File: src/rtl/rx_buffer.sv
// Receive side of a router link: takes items from an upstream tx_logic and back-pressures it.
// Items are stored in a small first-word-fall-through FIFO that the local tx_logic pops.
`ifndef PAYLOAD_SIZE
`define PAYLOAD_SIZE 8
`endif
`ifndef ADDR_SZ
`define ADDR_SZ 4
`endif

module rx_buffer #(
  parameter int DEPTH = 4,
  parameter int PTR_W = 2,
  localparam int W = `PAYLOAD_SIZE + `ADDR_SZ
) (
  input  logic          clk,
  input  logic          rst_n,
  input  logic          ena,
  input  logic [W-1:0]  item_in,
  output logic          busy,
  output logic [W-1:0]  item_out,
  output logic          empty,
  input  logic          read,
  output logic          overflow,
  output logic          underflow,
  output logic [15:0]   rx_count
);

  localparam logic [PTR_W:0] FULL_CNT = DEPTH[PTR_W:0];

  logic [W-1:0]   mem [DEPTH];
  logic [PTR_W-1:0] wr_ptr;
  logic [PTR_W-1:0] rd_ptr;
  logic [PTR_W:0]   count;
  logic             push;
  logic             pop;

  // Flags decode straight from the count register; upstream builds ena from busy.
  assign busy  = (count == FULL_CNT);
  assign empty = (count == '0);
  assign push  = ena & ~busy;
  assign pop   = read & ~empty;

  assign item_out = empty ? '0 : mem[rd_ptr];

  always_ff @(posedge clk) begin
    if (push) begin
      mem[wr_ptr] <= item_in;
    end
  end

  always_ff @(posedge clk or negedge rst_n) begin
    if (!rst_n) begin
      wr_ptr    <= '0;
      rd_ptr    <= '0;
      count     <= '0;
      overflow  <= 1'b0;
      underflow <= 1'b0;
      rx_count  <= '0;
    end else begin
      if (push) begin
        wr_ptr   <= wr_ptr + 1'b1;
        rx_count <= rx_count + 16'd1;
      end
      if (pop) begin
        rd_ptr <= rd_ptr + 1'b1;
      end
      case ({push, pop})
        2'b10:   count <= count + 1'b1;
        2'b01:   count <= count - 1'b1;
        default: count <= count;
      endcase
      if (ena && busy) begin
        overflow <= 1'b1;
      end
      if (read && empty) begin
        underflow <= 1'b1;
      end
    end
  end

endmodule
File: config.mk
export PLATFORM = sky130hd
export DESIGN_NAME = rx_buffer
export DESIGN_NICKNAME = d
export VERILOG_FILES = /design/src/rtl/rx_buffer.sv
export SDC_FILE = /design/constraint.sdc
export NUM_CORES = 1
export LEC_CHECK = 0
export CAP_MARGIN = 40
export CORE_MARGIN = 2
export CORE_UTILIZATION = 40
export DETAILED_ROUTE_END_ITERATION = 16
export HOLD_SLACK_MARGIN = 0.12
export PLACE_DENSITY = 0.66
export RECOVER_POWER = 25
export SETUP_SLACK_MARGIN = 0.4
export SYNTH_ARGS = -nofsm -noshare
export SYNTH_HDL_FRONTEND = slang
export SYNTH_SLANG_ARGS = --single-unit
File: constraint.sdc
create_clock -name clk -period 3.03 [get_ports clk]
set_clock_uncertainty 0.05 [all_clocks]
set_input_delay 0.7575 -clock clk [delete_from_list [all_inputs] [get_ports clk]]
set_output_delay 0.7575 -clock clk [all_outputs]
set_load 0.05 [all_outputs]
-- Word-level counts from Yosys, hierarchy flattened
Memory sizes are Yosys's and may differ from the RTL's.
Index checks and enable logic that the tools add are counted.
- flip-flop bits (word level): 25
- bits in latches: 0
- bits in writable memories: 48
- bits in read-only memories: 0
- input port bits: 16
- output and inout port bits: 32
- logic and storage cells: 27
- memories kept: 1
- memories (memory ; words ; bits a word ; rd ports ; clocked after Yosys merged registers in ; write ports ; line ; source):
    mem ; 4 ; 12 ; 1 ; 0 ; 1 ; 30 ; logic [W-1:0] mem [DEPTH];
- add/sub/neg operators: 5
- multipliers: 0
- div/mod/pow operators: 0
- $lt $le $gt $ge: 0
- equality and inequality tests: 3
- shift operators: 0
- multiplexer cells: 4
- bitwise gates (word level): 4
- reduce and logical (&&, ||, !) cells: 4
- operators with widths (kind ; count):
    16-bit by 1-bit adder with 16-bit output, second input constant ; 1
    12-bit two-way mux ; 1
    3-bit case mux with 2 select lines ; 1
    2-bit by 1-bit adder with 2-bit output, second input constant ; 2
    3-bit by 1-bit adder with 3-bit output, second input constant ; 1
    3-bit == test, second input constant ; 1
    3-bit logical NOT ; 1
    3-bit by 1-bit subtractor with 3-bit output, second input constant ; 1
    1-bit AND ; 2
    2-bit by 1-bit == test with 1-bit output, second input constant ; 1
    2-bit == test, second input constant ; 1
    1-bit logical AND ; 2
    1-bit two-way mux ; 2
    1-bit inverter ; 2
    2-bit nonzero test ; 1

-- Longest topological paths before layout
- depth in word-level cells: 5
- depth in mapped cells: 10
- gate-level depth less buffers: 9

-- Least setup slack after synthesis
Ideal clock, no wire load.
- path type: register to register
- start: reg count[0]
- end: reg count[2]
- setup time: 79 ps
- data arrival time: 2607 ps
- required time: 2901 ps
- slack: 294 ps
- stages on the path, launching flop included: 11
- clock period less this slack: 2736 ps
- path through: dfrtp_1 -> nor3b_2 -> nor2b_1 -> buf_2 -> inv_1 -> ha_1 -> inv_1 -> fa_1 -> xor2_1 -> nor2_1 -> xor2_1
- word-level cells in the longest chain between the ends: 5
- elaborated cells on any way between the ends: 12
- those cells by class: add/sub (2); eq/ne (3); mux (1); bitwise (4); reduce/logical (2)
- ends and longest elaborated chain (element ; line ; source):
    start, declared ; 33 ; logic [PTR_W:0] count;
    start signal, assigned ; 68 ; 2'b10: count <= count + 1'b1;
    start signal, assigned ; 69 ; 2'b01: count <= count - 1'b1;
    start signal, assigned ; 70 ; default: count <= count;
    3-bit == test (*) ; 38 ; assign busy = (count == FULL_CNT);
    net busy ; 19 ; output logic busy,
    1-bit inverter (*) ; 40 ; assign push = ena & ~busy;
    1-bit AND (*) ; 40 ;
    2-bit by 1-bit == test with 1-bit output / 2-bit == test (equally long branches) ; 67 ; case ({push, pop})
    3-bit case mux with 2 select lines / 2-bit nonzero test (equally long branches) ; -- ;
The timed path passes the listed nets; every way through them passes the cells marked *.
A chain may end at the register's enable or synchronous reset.

-- Worst setup path in the final report
- start: reg rd_ptr[0]
- end: out item_out[5]
- word-level cells in the longest chain between the ends: 2
- ends and longest elaborated chain (element ; line ; source):
    start, declared ; 32 ; logic [PTR_W-1:0] rd_ptr;
    start signal, assigned ; 65 ; rd_ptr <= rd_ptr + 1'b1;
    memory 4 x 12 bit ; -- ;
    12-bit two-way mux ; 43 ; assign item_out = empty ? '0 : mem[rd_ptr];
    end, declared ; 20 ; output logic [W-1:0] item_out,
Every way passes these cells.

==> results.py <==
metrics = {
    "status": {
        "outcome": "finished clean",
    },
    "clock_network": {
        "tritoncts_clock_tree": "yes",
        "htreeDepth": 3,
        "cts.clk_slew.worst_paths_ps": 70,
        "numCtsBuffers": 9,
        "clock_tree.buffer_depth": 2,
        "cts-root-buf": "sky130_fd_sc_hd__clkbuf_8",
        "numClockSinks": 73,
        "clock_latency_ps": 340,
    },
    "synth": {
        "main_combinational_cell_family_by_area_after_synthesis": "simple AND/OR/NAND/NOR gates",
        "synth_seq_cells": 73,
        "area_share_of_the_leading_cell_type_in_the_synthesized_netlist": 0.4822,
        "post-synth-top-area-cell": "sky130_fd_sc_hd__edfxtp_1",
        "synthesis.yosys.warnings": 0,
        "synth_mux_area_frac": 0.09376,
        "synth_fa_ha_area_frac": 0.03181,
        "avgSynthCellArea_sq_um": 16.61,
        "synth_compound_gate_area_share": 0.006697,
        "netlist-cell-type-count": 29,
        "synth_xor_xnor_area_share": 0.06153,
        "synth.net_count": 203,
        "synth.cell_area_sq_um": 2989,
        "synth.top_cells.by_area": "sky130_fd_sc_hd__edfxtp_1, sky130_fd_sc_hd__dfrtp_1, sky130_fd_sc_hd__mux4_2",
        "yosys.area_share.simple": 0.09795,
        "netlist_instances": 180,
        "yosysSeqAreaShare": 0.6915,
    },
    "global_route": {
        "groute.usage.overall": 0.1439,
        "globalRouteOverflowTotal": 0,
        "grt_pass1_vias": 1768,
        "maximum_number_of_pins_on_one_net_before_global_route_repair": 26,
        "grt_pass1_wl_um": 8907,
        "antenna_found_initial": 0,
    },
    "cells_and_area": {
        "seqCellArea_sq_um": 2069,
        "multi_input_comb_area_sq_um": 883.3,
        "finalNetCount": 271,
        "post_route_cells_drive_above_1_share": 0.2222,
        "synth_to_layout_area_growth_pct": 28.46,
        "antennaDiodeCount": 0,
        "fillerInstances": 599,
    },
    "floorplan": {
        "design.die.area_sq_um": 8180,
        "floorplan.io_pins": 48,
        "initial_utilization": 0.4121,
        "die-width_um": 90.45,
        "core_area_sq_um": 7253,
        "die_extent_in_y_um": 90.45,
        "rows": 31,
    },
    "detailed_routing": {
        "detail_route.wl_per_cell_um": 15.30,
        "dr_total_vias": 1638,
        "drt_pass1_iterations": 4,
        "antenna_left": 0,
        "route.detailed.drc": 0,
        "post_drt_via_cell_ratio": 4.667,
        "postRouteWirelength_um": 5371,
        "drt_first_iter_violations": 70,
    },
    "power_and_ir_drop": {
        "p_leak_uw": 0.001472,
        "cellPowerDensity_nw_per_um2": 1060,
        "peakVddDrop_mv": 0.4219,
    },
    "critical_path": {
        "worstReg2RegEnd": "count[2]",
        "worstPathArrival_ps": 1750,
        "setup.worst_path.start_class": "flop",
        "r2r_start": "count[1]",
        "critPathRequiredTime_ps": 2220,
        "timing_worst_setup_path_type": "flop to output pin",
        "worst-path-max-fanout": 6,
        "r2r_cells": 9,
        "critPathCaptureType": "output pin",
        "setup_slack_reg_to_reg_ps": 820,
    },
    "sta": {
        "grt_setup_unrepaired": "no",
        "worst-slew-pin-transition_ps": 1333,
        "slew_headroom": 0.1113,
        "min_period_over_period": 0.8438,
        "postLayoutSetupSlackWorst_ps": 473.3,
        "slew_viol_final": 0,
        "hold_viol_final": 0,
        "fmax_mhz": 391.1,
        "layout_min_cycle_time_ps": 2557,
        "finalSetupViolCount": 0,
        "total_negative_setup_slacks_ps": 0,
        "final.hold.worst_slack_ps": 408.6,
    },
    "worst_hold_path": {
        "worstHoldEndpoint": "overflow",
        "worstHoldPathCells": 1,
        "holdCritStartpoint": "overflow",
        "holdCritPathClass": "flop to flop",
    },
    "place": {
        "gp_routability_congestion": 0.7473,
        "dp_hpwl_um": 3618,
        "pre_cts_ws_ps": 282.3,
        "port_buffers": 47,
    },
    "flow_run": {
        "maxCapViolCount": 0,
    },
}
synthesized netlist by cell type:
library cell	n
sky130_fd_sc_hd__nand2b_1	1
sky130_fd_sc_hd__dfrtp_1	25
sky130_fd_sc_hd__nor3_1	2
sky130_fd_sc_hd__edfxtp_1	48
sky130_fd_sc_hd__buf_2	4
sky130_fd_sc_hd__fa_1	1
sky130_fd_sc_hd__xor2_1	10
sky130_fd_sc_hd__nor2_1	5
sky130_fd_sc_hd__nand2_1	11
sky130_fd_sc_hd__nor3b_2	1
sky130_fd_sc_hd__and4_1	2
sky130_fd_sc_hd__nor4b_1	1
sky130_fd_sc_hd__nor3_2	1
sky130_fd_sc_hd__or3_1	1
sky130_fd_sc_hd__a21o_1	2
sky130_fd_sc_hd__ha_1	6
sky130_fd_sc_hd__buf_1	1
sky130_fd_sc_hd__and2_1	4
sky130_fd_sc_hd__nand4_1	2
sky130_fd_sc_hd__or4b_1	1
sky130_fd_sc_hd__clkbuf_1	1
sky130_fd_sc_hd__inv_1	6
sky130_fd_sc_hd__mux2i_1	1
sky130_fd_sc_hd__mux4_2	12
sky130_fd_sc_hd__nor2b_1	14
sky130_fd_sc_hd__nand3_1	4
sky130_fd_sc_hd__xnor2_1	11
sky130_fd_sc_hd__o21ai_0	1
sky130_fd_sc_hd__and3_1	1
placed cells by master, fill, tap and decap left out, types with 2 or more instances in the layout:
cell                              Yosys  layout
sky130_fd_sc_hd__and4_1               2       2
sky130_fd_sc_hd__mux4_2              12      12
sky130_fd_sc_hd__clkbuf_8             0       9
sky130_fd_sc_hd__and2_1               4       4
sky130_fd_sc_hd__xor2_1              10      10
sky130_fd_sc_hd__nand4_1              2       2
sky130_fd_sc_hd__a21o_1               2       2
sky130_fd_sc_hd__xnor2_1             11      11
sky130_fd_sc_hd__nor3_2               1       2
sky130_fd_sc_hd__dlygate4sd3_1        0       6
sky130_fd_sc_hd__edfxtp_1            48      48
sky130_fd_sc_hd__clkbuf_1             1       3
sky130_fd_sc_hd__nor2b_1             14      14
sky130_fd_sc_hd__buf_4                0      24
sky130_fd_sc_hd__clkinv_2             0       2
sky130_fd_sc_hd__nor2_1               5       5
sky130_fd_sc_hd__clkdlybuf4s50_1      0      27
sky130_fd_sc_hd__nand3_1              4       4
sky130_fd_sc_hd__dlygate4sd2_1        0       2
sky130_fd_sc_hd__ha_1                 6       6
sky130_fd_sc_hd__nand2_1             11      11
sky130_fd_sc_hd__dfrtp_2              0       2
sky130_fd_sc_hd__dfrtp_1             25      23
sky130_fd_sc_hd__inv_1                6       6
metal layers:
| metal | GRT usage | share of wire | vias to the layer above |
|---|---|---|---|
| met1 | 0.1788 | 0.44 | 816 |
| met5 | 0 | 0 | - |
| li1 | - | - | 787 |
| met3 | 0.04007 | 0.036 | 9 |
| met4 | 0.06923 | 0.019 | 0 |
| met2 | 0.2337 | 0.50 | 26 |
kinds of logic (layout without fill, tap and decap cells):
| logic type | count (synthesis) | after routing |
|---|---|---|
| adder cells (fa/ha/maj) | 7 | 7 |
| XOR/XNOR | 21 | 21 |
| AO/OA/AOI/OAI | 3 | 3 |
| flip-flops | 73 | 73 |
| buffers and inverters | 12 | 84 |
| multiplexers | 13 | 13 |
| AND/OR/NAND/NOR | 51 | 51 |
worst max-delay path by stage:
stage / startpoint / end
floorplan: rd_ptr[0] / item_out[10]
global route: rd_ptr[0] / item_out[4]
global placement: ena / count[2]
finish: rd_ptr[0] / item_out[5]
detailed placement: ena / count[2]
CTS: rd_ptr[0] / item_out[10]
flip-flops by register name, indices dropped and copies added (netlist names):
name / cells
mem: 48
rx_count: 16
count: 3
rd_ptr: 2
wr_ptr: 2
overflow: 1
underflow: 1
worst max-delay path: stages (launching register included):
cell and delay, ps:
sky130_fd_sc_hd__dfrtp_2 420, sky130_fd_sc_hd__clkbuf_16 180, sky130_fd_sc_hd__mux4_2 490, sky130_fd_sc_hd__nor2b_1 140, sky130_fd_sc_hd__buf_4 190
report_power, final:
part           leakage [uW]  internal (uW)  switching, uW
sequential         0.000740           1320            190
clock             0.0000766            287            324
combinational      0.000655            775           1170
area by class of cell:
type,instances,area share
Clock buffer,11,0.03421
Tap cell,99,0.03226
Multi-Input combinational cell,95,0.2300
Inverter,6,0.005865
Timing Repair Buffer,63,0.1531
Sequential cell,73,0.5389
Clock inverter,4,0.005539
metrics by stage:
step / utilization / cell area [sq um] / total power (uW) / std cells
6_report: 0.5294 / 3840 / 4070 / 351
5_1_grt: 0.5294 / 3840 / 4305 / 351
4_1_cts: 0.5248 / 3806 / 4070 / 349
3_5_place_dp: 0.5011 / 3635 / 3424 / 333
3_3_place_gp: 0.5011 / 3635 / 3406 / 333
2_1_floorplan: - / 2997 / 2813 / 180
repair_timing:
action / in CTS / in global routing
buffers inserted: 1 / 1
resized for setup: 6 / 2
gates cloned: 0 / 1
hold buffers: 0 / 0
setup endpoints to repair: 14 / 6
(Power assumes the default switching activity.)
